`src/rtl/mmm_bit_collector_pkg.sv`:
```
// Shared definitions for the bit collector: FSM state encoding and the default word width.
package mmm_bit_collector_pkg;

  localparam int MMM_WIDTH = 10;

  typedef enum logic [1:0] {
    ST_IDLE  = 2'd0,
    ST_SHIFT = 2'd1,
    ST_HOLD  = 2'd2
  } state_e;

endpackage

```
`src/rtl/mmm_bit_collector_if.sv`:
```
// Control, serial-in and word-out handshake bundle for the bit collector.
interface mmm_bit_collector_if
  import mmm_bit_collector_pkg::*;
#(
  parameter int WIDTH = MMM_WIDTH
);

  logic             clr;
  logic             en;
  logic             start;
  logic             bit_i;
  logic             ready_i;
  logic [WIDTH-1:0] word_o;
  logic             valid_o;
  logic             busy_o;
  logic             overrun_o;

  // master: bit source plus consumer; slave: the collector itself
  modport master (
    output clr, en, start, bit_i, ready_i,
    input  word_o, valid_o, busy_o, overrun_o
  );

  modport slave (
    input  clr, en, start, bit_i, ready_i,
    output word_o, valid_o, busy_o, overrun_o
  );

endinterface

```
`src/rtl/mmm_bit_collector.sv`:
```
// Serial-in/parallel-out collector: gathers WIDTH bits LSB first on enabled cycles and
// holds the assembled word behind a valid/ready handshake.
module mmm_bit_collector
  import mmm_bit_collector_pkg::*;
#(
  parameter int WIDTH = MMM_WIDTH,
  parameter int CNT_W = 4
) (
  input  logic               clk,
  input  logic               rstb,
  mmm_bit_collector_if.slave bus
);

  state_e             state_q,   state_d;
  logic [CNT_W-1:0]   cnt_q,     cnt_d;
  logic [WIDTH-1:0]   sr_q,      sr_d;
  logic [WIDTH-1:0]   word_q,    word_d;
  logic               valid_q,   valid_d;
  logic               overrun_q, overrun_d;
  logic [WIDTH-1:0]   shift_in;

  // New bit enters at the top, so after WIDTH shifts the first bit sits in bit 0.
  assign shift_in = {bus.bit_i, sr_q[WIDTH-1:1]};

  always_ff @(posedge clk or negedge rstb) begin
    if (!rstb) begin
      state_q   <= ST_IDLE;
      cnt_q     <= '0;
      sr_q      <= '0;
      word_q    <= '0;
      valid_q   <= 1'b0;
      overrun_q <= 1'b0;
    end else begin
      state_q   <= state_d;
      cnt_q     <= cnt_d;
      sr_q      <= sr_d;
      word_q    <= word_d;
      valid_q   <= valid_d;
      overrun_q <= overrun_d;
    end
  end

  always_comb begin
    state_d   = state_q;
    cnt_d     = cnt_q;
    sr_d      = sr_q;
    word_d    = word_q;
    valid_d   = valid_q;
    overrun_d = overrun_q;

    if (bus.clr) begin
      state_d   = ST_IDLE;
      cnt_d     = '0;
      sr_d      = '0;
      valid_d   = 1'b0;
      overrun_d = 1'b0;
    end else begin
      unique case (state_q)
        ST_IDLE: begin
          if (bus.start) begin
            state_d = ST_SHIFT;
            cnt_d   = '0;
            sr_d    = '0;
          end
        end

        ST_SHIFT: begin
          // A restart wins over a capture landing in the same cycle.
          if (bus.start) begin
            cnt_d = '0;
            sr_d  = '0;
          end else if (bus.en) begin
            sr_d = shift_in;
            if (cnt_q == CNT_W'(WIDTH - 1)) begin
              word_d  = shift_in;
              valid_d = 1'b1;
              cnt_d   = '0;
              state_d = ST_HOLD;
            end else begin
              cnt_d = cnt_q + 1'b1;
            end
          end
        end

        ST_HOLD: begin
          if (bus.ready_i) begin
            valid_d = 1'b0;
            if (bus.start) begin
              state_d = ST_SHIFT;
              cnt_d   = '0;
              sr_d    = '0;
            end else begin
              state_d = ST_IDLE;
            end
          end else if (bus.start) begin
            overrun_d = 1'b1;
          end
        end

        default: begin
          state_d = ST_IDLE;
        end
      endcase
    end
  end

  assign bus.word_o    = word_q;
  assign bus.valid_o   = valid_q;
  assign bus.busy_o    = (state_q == ST_SHIFT);
  assign bus.overrun_o = overrun_q;

endmodule

```
`src/flat_wrapper.sv`:
```
// flat-port wrapper written by rule: the top's interface ports become plain ports
module mmm_bit_collector_flat import mmm_bit_collector_pkg::*;
#(
  parameter int WIDTH = MMM_WIDTH,
  parameter int CNT_W = 4
)
  (clk, rstb, bus_clr, bus_en, bus_start, bus_bit_i, bus_ready_i, bus_word_o, bus_valid_o, bus_busy_o, bus_overrun_o);
  mmm_bit_collector_if #(.WIDTH(WIDTH)) bus_i ();
  input  logic clk;
  input  logic rstb;
  input wire logic [$bits(bus_i.clr)-1:0] bus_clr;
  input wire logic [$bits(bus_i.en)-1:0] bus_en;
  input wire logic [$bits(bus_i.start)-1:0] bus_start;
  input wire logic [$bits(bus_i.bit_i)-1:0] bus_bit_i;
  input wire logic [$bits(bus_i.ready_i)-1:0] bus_ready_i;
  output wire logic [$bits(bus_i.word_o)-1:0] bus_word_o;
  output wire logic [$bits(bus_i.valid_o)-1:0] bus_valid_o;
  output wire logic [$bits(bus_i.busy_o)-1:0] bus_busy_o;
  output wire logic [$bits(bus_i.overrun_o)-1:0] bus_overrun_o;
  assign bus_i.clr = bus_clr;
  assign bus_i.en = bus_en;
  assign bus_i.start = bus_start;
  assign bus_i.bit_i = bus_bit_i;
  assign bus_i.ready_i = bus_ready_i;
  assign bus_word_o = bus_i.word_o;
  assign bus_valid_o = bus_i.valid_o;
  assign bus_busy_o = bus_i.busy_o;
  assign bus_overrun_o = bus_i.overrun_o;
  mmm_bit_collector #(.WIDTH(WIDTH), .CNT_W(CNT_W)) u_core (.clk(clk), .rstb(rstb), .bus(bus_i));
endmodule
```
`config.mk`:
```
export PLATFORM = sky130hd
export DESIGN_NAME = mmm_bit_collector_flat
export DESIGN_NICKNAME = d
export VERILOG_FILES = /design/src/rtl/mmm_bit_collector_pkg.sv /design/src/rtl/mmm_bit_collector_if.sv /design/src/rtl/mmm_bit_collector.sv /design/src/flat_wrapper.sv
export SDC_FILE = /design/constraint.sdc
export NUM_CORES = 1
export LEC_CHECK = 0
export ABC_AREA = 1
export CORE_UTILIZATION = 55
export CTS_CLUSTER_DIAMETER = 60
export DETAILED_ROUTE_END_ITERATION = 8
export DONT_BUFFER_PORTS = 1
export PLACE_DENSITY = 0.7
export SLEW_MARGIN = 20
export SYNTH_ARGS = -nofsm -noshare
export SYNTH_HDL_FRONTEND = slang
export SYNTH_SLANG_ARGS = --single-unit
```
`constraint.sdc`:
```
create_clock -name clk -period 4.2 [get_ports clk]
set_input_delay 0.63 -clock clk [delete_from_list [all_inputs] [get_ports clk]]
set_output_delay 0.63 -clock clk [all_outputs]
set_load 0.05 [all_outputs]
```
==> run metrics, run 1 <==
outcome completed; post-layout utilization of the core 61.93%; Avg Cell Area, Syn 7.944 um2; clk root buf clkbuf_4; die height slightly above 50 um; Fill cells 200; CTS max path bufs 2; Vias/cell slightly above 5; Max Transition Viols Final 0; Reg area 675.6 um2; Seq/Total Area, Yosys 50.33%; Clock H-tree levels 1; critical path class reg2reg; Startpoint Class flop; hpwl dp between 1500 and 2000 um; Worst Hold Class in2async; row cnt 17; number of global-route vias before repair between 900 and 1000; Slew HR 62.05%; Worst Tran Pin Value 569.3 ps; floorplan die width 51.41 um; clock slew at reported path FFs between 150 and 200 ps; final-report setup violation count 0; DRT iter0 DRCs 15; share of cells above drive strength 1 5.294%; Tcrit/Tclk final 51.79%; die area 2642 um2; post-route ant nets 0; setup TNS 0 ps; # DRC 0; post-synth top area share 50.33%; Synth Instances 169; worst skew pair latency approximately 320 ps; crit path time final 2175 ps; Net Count, Synth 182; final hold slack 92.40 ps; Core ar. 2255 um2; Via Count 1006; TritonCTS clock tree yes; Worst Path Arrival about 2400 ps; gr ovfl total 0; initial antenna violation count 0; first-pass GRT wire length 3946 um; critical path capture point type flop; maximum vdd drop 0.3609 mV; RePlAce Congestion about 0.82; YS warnings 0; clock sink count 27; Ant. Diodes 0; worst-path maximum fanout 20; Post CTS Setup Buffer Count 0; # port buffers 0; largest net degree at the start of global routing 28; Leakage Power 0.0007020 uW; Final Hold Fails 0; largest cells by area after synthesis dfrtp_1, nand2_1, o21ai_0, ha_1, inv_1; Num CTS Buffers 3; cell type with the largest total area after synthesis dfrtp_1; Synth Area in Adders under 10%; multi-input logic area roughly 560 um2; Synth Area in Compound Gates 8.574%; Critical Path RT 4410 ps; average wire per standard cell 11.42 um; Syn-to-layout area delta 4.007%; Seq cells post-synth 27; simple-gate share of the synthesized area 26.65%; Initial Utilization 59.54%; Cell variety after synth 17; IO Pins 20; Synth Area in XOR/XNOR 0.6524%; fmax approximately 0.46 GHz; Max-Cap Viols 0; Clock Skew 13.09 ps; Post-Synthesis Cell Area about 1300 um2; Routed WL 2262 um; Total Power about 640 uW; RSZ-0062 raised after global routing no; largest family of logic cells by synthesized area simple AND/OR/NAND/NOR gates; Detailed Routing Iterations Pass 1 4; total track usage 20.08%; NumNets Final between 150 and 200; Power Dens Cells 458.7 nW/um2; FF-to-FF path depth 7; post-synthesis mux area share 0%
-- per-layer routing --
layer	vias to the layer above	wire (um)	global-route usage, %	share of wire, %
met3	4	134	5.060	5.9
met4	0	33	9.009	1.5
met5	-	0	0	0
met2	26	1023	33.12	45
li1	522	-	-	-
met1	454	1071	24.48	47
-- Yosys cell counts --
cell type and instances:
nor2_1 20, nor2_4 2, xor2_1 1, a21oi_1 1, nand4_1 3, nand2_1 56
o21ai_0 22, clkbuf_1 1, nand2_2 1, nor3_1 1, buf_6 2, dfrtp_1 27
nand3_1 4, inv_2 1, ha_1 6, buf_2 1, inv_1 20
-- area by class of cell --
class | count | area share, %
flip-flops and latches | 27 | 48.39
multi-input cells | 117 | 39.87
inverters | 21 | 5.645
well taps | 28 | 2.509
clock buffers | 3 | 1.613
repair buffers | 1 | 1.434
clock inverters | 1 | 0.5376
-- sequential cells by signal, indices dropped and copies added (netlist names) --
| signal | cells |
|---|---|
| u_core.state_q | 2 |
| u_core.bus.valid_o | 1 |
| u_core.cnt_q | 4 |
| u_core.bus.overrun_o | 1 |
| u_core.bus.word_o | 10 |
| u_core.sr_q | 9 |
-- cell usage in the layout (no fill, tap or decap), drive strengths merged --
master and instances:
ha 6, nand4 3, nor3 1, nand3 4, clkbuf 3, buf 1, dfrtp 27, clkinvlp 1
inv 21, xor2 1, nor2 22, o21ai 22, a21oi 1, nand2 57
-- timing repair --
action	in CTS	in global routing
endpoints found under the setup margin	0	0
hold buffers	1	0
hold endpoints to repair	27	0
resized for setup	0	0
-- critical path: stages (launching register included) --
cell and delay (ps):
dfrtp_1 440, inv_1 90, ha_1 520, inv_1 230, nor2_4 190, nand2_1 340, nand2_1 160, o21ai_0 100
-- power by group --
| group | switching [uW] | internal [uW] | leakage (uW) |
|---|---|---|---|
| Combinational | 138 | 55.3 | 0.000320 |
| Clock | 78.6 | 36.3 | 0.0000139 |
| Sequential | 51.9 | 280 | 0.000369 |
| Total | 269 | 372 | 0.000702 |
-- cells by family (layout without fill, tap and decap cells) --
logic type | after synthesis | count (layout)
buffers and inverters | 25 | 26
AND/OR/NAND/NOR | 87 | 87
flip-flops | 27 | 27
AO/OA/AOI/OAI | 23 | 23
adder cells (fa/ha/maj) | 6 | 6
XOR/XNOR | 1 | 1
-- per-stage QoR --
step | std cells | worst slack (ps) | area [um2]
finish | 198 | 2025 | 1396
global route | 198 | 1787 | 1396
CTS | 198 | 2029 | 1396
detailed placement | 193 | 2060 | 1346
global placement | 193 | 2204 | 1346
floorplan | 169 | 2369 | 1343
-- worst paths after layout --
path | from | end | slack (ps)
min | rstb | u_core.bus.overrun_o$_DFFE_PN0P_ | 90
min reg2reg | u_core.sr_q[1]$_DFFE_PN0P_ | u_core.sr_q[1]$_DFFE_PN0P_ | 550
min in group clk | bus_start | u_core.bus.overrun_o$_DFFE_PN0P_ | 430
max reg2reg | u_core.state_q[1]$_DFFE_PN0P_ | u_core.bus.word_o[6]$_DFFE_PN0P_ | 2020
max in group asynchronous | rstb | u_core.sr_q[4]$_DFFE_PN0P_ | 3950
max | u_core.state_q[1]$_DFFE_PN0P_ | u_core.bus.word_o[6]$_DFFE_PN0P_ | 2020
Note: power is estimated with default switching activity, not from simulation.
==> run 2: changes to the inputs <==
--- a/config.mk
+++ b/config.mk
@@ -10,7 +10,7 @@
 export CTS_CLUSTER_DIAMETER = 60
 export DETAILED_ROUTE_END_ITERATION = 8
 export DONT_BUFFER_PORTS = 1
-export PLACE_DENSITY = 0.7
+export PLACE_DENSITY = 0.73
 export SLEW_MARGIN = 20
 export SYNTH_ARGS = -nofsm -noshare
 export SYNTH_HDL_FRONTEND = slang
==> constraint.sdc (replaced) <==
create_clock -name clk -period 1.8 [get_ports clk]
set_input_delay 0.27 -clock clk [delete_from_list [all_inputs] [get_ports clk]]
set_output_delay 0.27 -clock clk [all_outputs]
set_load 0.05 [all_outputs]
==> run 2 against run 1 <==
  * Cell count rose by 1.5%
  * Setup slack got worse by 1800 ps
  * Via count rose by 2.5%
  * Fmax rose by 38%
  * Critical path type unchanged
  * Largest cell class unchanged
==> run metrics, run 2 (synthesized netlist as in run 1, its figures left out) <==
Clock Skew 7.774 ps (-5.315 ps); met1 Usage GRT 24.19% (-0.29 points); R2R setup slack 230 ps (-1800 ps); Hold Startpoint bus_start; critical path capture point type flop; initial antenna violation count 0 (unchanged); critical path class reg2reg; # DRC 0 (unchanged); Worst Path Arrival 1840 ps (-540 ps); crit path time final 1574 ps (-601.3 ps); Ant. Diodes 0 (unchanged); CP cell instances inv_1, ha_2, inv_1, nor2_4, nand2_1, nand2_2, nor2_4, nand3_1, nand2_1; final-report setup violation count 0 (unchanged); floorplan die width 51.41 um (unchanged); RSZ-0062 raised after global routing no; die area 2642 um2 (unchanged); NumNets Final 187 (+1.6%); RePlAce Congestion 0.8666 (+5.8%); Initial Utilization 59.54% (unchanged); Detailed Routing Iterations Pass 1 4 (unchanged); die height 51.41 um (unchanged); clock sink count 27 (unchanged); Critical Path RT 2070 ps (-2340 ps); clock slew at reported path FFs 150 ps (about the same); number of global-route vias before repair 995 (+5.5%); clk root buf clkbuf_4; Startpoint Class flop; setup TNS 0 ps (unchanged); maximum vdd drop 0.6361 mV (+76%); worst skew pair latency 320 ps (about the same); post-route ant nets 0 (unchanged); hold path cells 2; Routed WL 2346 um (+3.7%); busiest layer in global routing met2; CP delay by family, top simple AND/OR/NAND/NOR gates; reg2reg end u_core.cnt_q[2]$_DFFE_PN0P_; Endpoint, Worst Hold u_core.bus.overrun_o$_DFFE_PN0P_; met3 usage 2.976% (-2.1 points); Num CTS Buffers 3 (unchanged); Clock H-tree levels 1 (unchanged); hpwl dp 1700 um (+3.1%); Via Count 1031 (+2.5%); Syn-to-layout area delta 6.524%; # port buffers 0 (unchanged); Post CTS Setup Buffer Count 0 (unchanged); gr ovfl total 0 (unchanged); Max Transition Viols Final 0 (unchanged); Tcrit/Tclk final 87.44% (+36 points); Vias/cell 5.129 (+0.96%); Max-Cap Viols 0 (unchanged); most frequent cells in the layout nand2_1, dfrtp_1, o21ai_0; Slew HR 67.52% (+5.5 points); max reg flops 10 (unchanged); share of cells above drive strength 1 7.514% (+2.2 points); worst-path maximum fanout 11 (-45%); Core ar. 2255 um2 (unchanged); critical path's slowest cell dfrtp_1; FF-to-FF path depth 9 (+2); Total Power 1525 uW (+140%); R2R Path Start u_core.state_q[1]$_DFFE_PN0P_; largest net degree at the start of global routing 28 (unchanged); Worst Tran Pin Value 487.3 ps (-82.01 ps); CP max stage delay 430 ps (-90 ps); DRT iter0 DRCs 20 (+5); GR met2 Demand/Resource 35.93% (+2.8 points); outcome completed; Power Dens Cells 1066 nW/um2 (+130%); Final Hold Fails 0 (unchanged); Crit path buffers/inverters 2 (unchanged); total track usage 20.29% (+0.21 points); first-pass GRT wire length 3981 um (+0.89%); CTS max path bufs 2 (unchanged); IO Pins 20 (unchanged); most common cell after layout, fill and taps aside nand2_1; Worst Hold Class in2reg; average wire per standard cell 11.67 um (+2.2%); fmax 0.6354 GHz (+38%); TritonCTS clock tree yes; Leakage Power 0.0007152 uW (+1.9%); row cnt 17 (unchanged)
[run 2: how the worst max path moves through the flow]
stage                                              from                                to  slack, ps  cells past startpoint
after CTS                 u_core.state_q[1]$_DFFE_PN0P_  u_core.bus.word_o[0]$_DFFE_PN0P_        130                      6
after global routing      u_core.state_q[1]$_DFFE_PN0P_        u_core.sr_q[1]$_DFFE_PN0P_         80                      9
after floorplan           u_core.state_q[1]$_DFFE_PN0P_        u_core.sr_q[3]$_DFFE_PN0P_        150                     10
after global placement    u_core.state_q[0]$_DFFE_PN0P_        u_core.sr_q[6]$_DFFE_PN0P_        260                      7
final                     u_core.state_q[1]$_DFFE_PN0P_       u_core.cnt_q[2]$_DFFE_PN0P_        230                      9
after detailed placement  u_core.state_q[1]$_DFFE_PN0P_        u_core.sr_q[6]$_DFFE_PN0P_        160                      8
[run 2: routing by layer]
| metal | routed length, um | share of wire, % | up-vias |
|---|---|---|---|
| met3 | 99 | 4.2 | 2 |
| met4 | 14 | 0.60 | 0 |
| met2 | 1163 | 50 | 22 |
| li1 | - | - | 534 |
| met1 | 1068 | 46 | 473 |
| met5 | 0 | 0 | - |
[run 2: power by group]
part / switching [uW] / total, uW / internal, uW
registers: 119 / 773 / 654
clock network: 173 / 258 / 84.7
logic: 349 / 494 / 145
[run 2: area by class of cell]
type                            count  area [um2]
Clock buffer                        3       22.52
Tap cell                           28       35.03
Sequential cell                    27       675.6
Clock inverter                      1       7.507
Timing Repair Buffer                3       37.54
Inverter                           21       78.83
Multi-Input combinational cell    118       573.1
Fill cell                         195       824.5
[run 2: metrics by stage]
| step | hold WS [ps] | utilization, % | setup WS [ps] | cells | cell area (um2) |
|---|---|---|---|---|---|
| after floorplan | -25.59 | - | 147.7 | 169 | 1345 |
| after global placement | -25.12 | 60.16 | 255.1 | 194 | 1356 |
| after detailed placement | -25.08 | 60.16 | 157.0 | 194 | 1356 |
| after CTS | 75.99 | 62.82 | 130.6 | 200 | 1416 |
| after global routing | 93.22 | 63.43 | 76.10 | 201 | 1430 |
| final | 88.72 | 63.43 | 226.1 | 201 | 1430 |
[run 2: repair_timing]
item / in CTS / in global routing
endpoints found under the setup margin: 0 / 11
hold buffers: 2 / 0
hold endpoints to repair: 27 / 0
gates resized for setup: 0 / 2
==> run 3: changes to the inputs <==
--- a/config.mk
+++ b/config.mk
@@ -10,6 +10,7 @@
 export CTS_CLUSTER_DIAMETER = 60
 export DETAILED_ROUTE_END_ITERATION = 8
 export DONT_BUFFER_PORTS = 1
+export GPL_ROUTABILITY_DRIVEN = 1
 export PLACE_DENSITY = 0.73
 export SLEW_MARGIN = 20
 export SYNTH_ARGS = -nofsm -noshare
==> results of run 3 <==
Same layout as run 2: the final DEF is identical, and so are final timing and power.
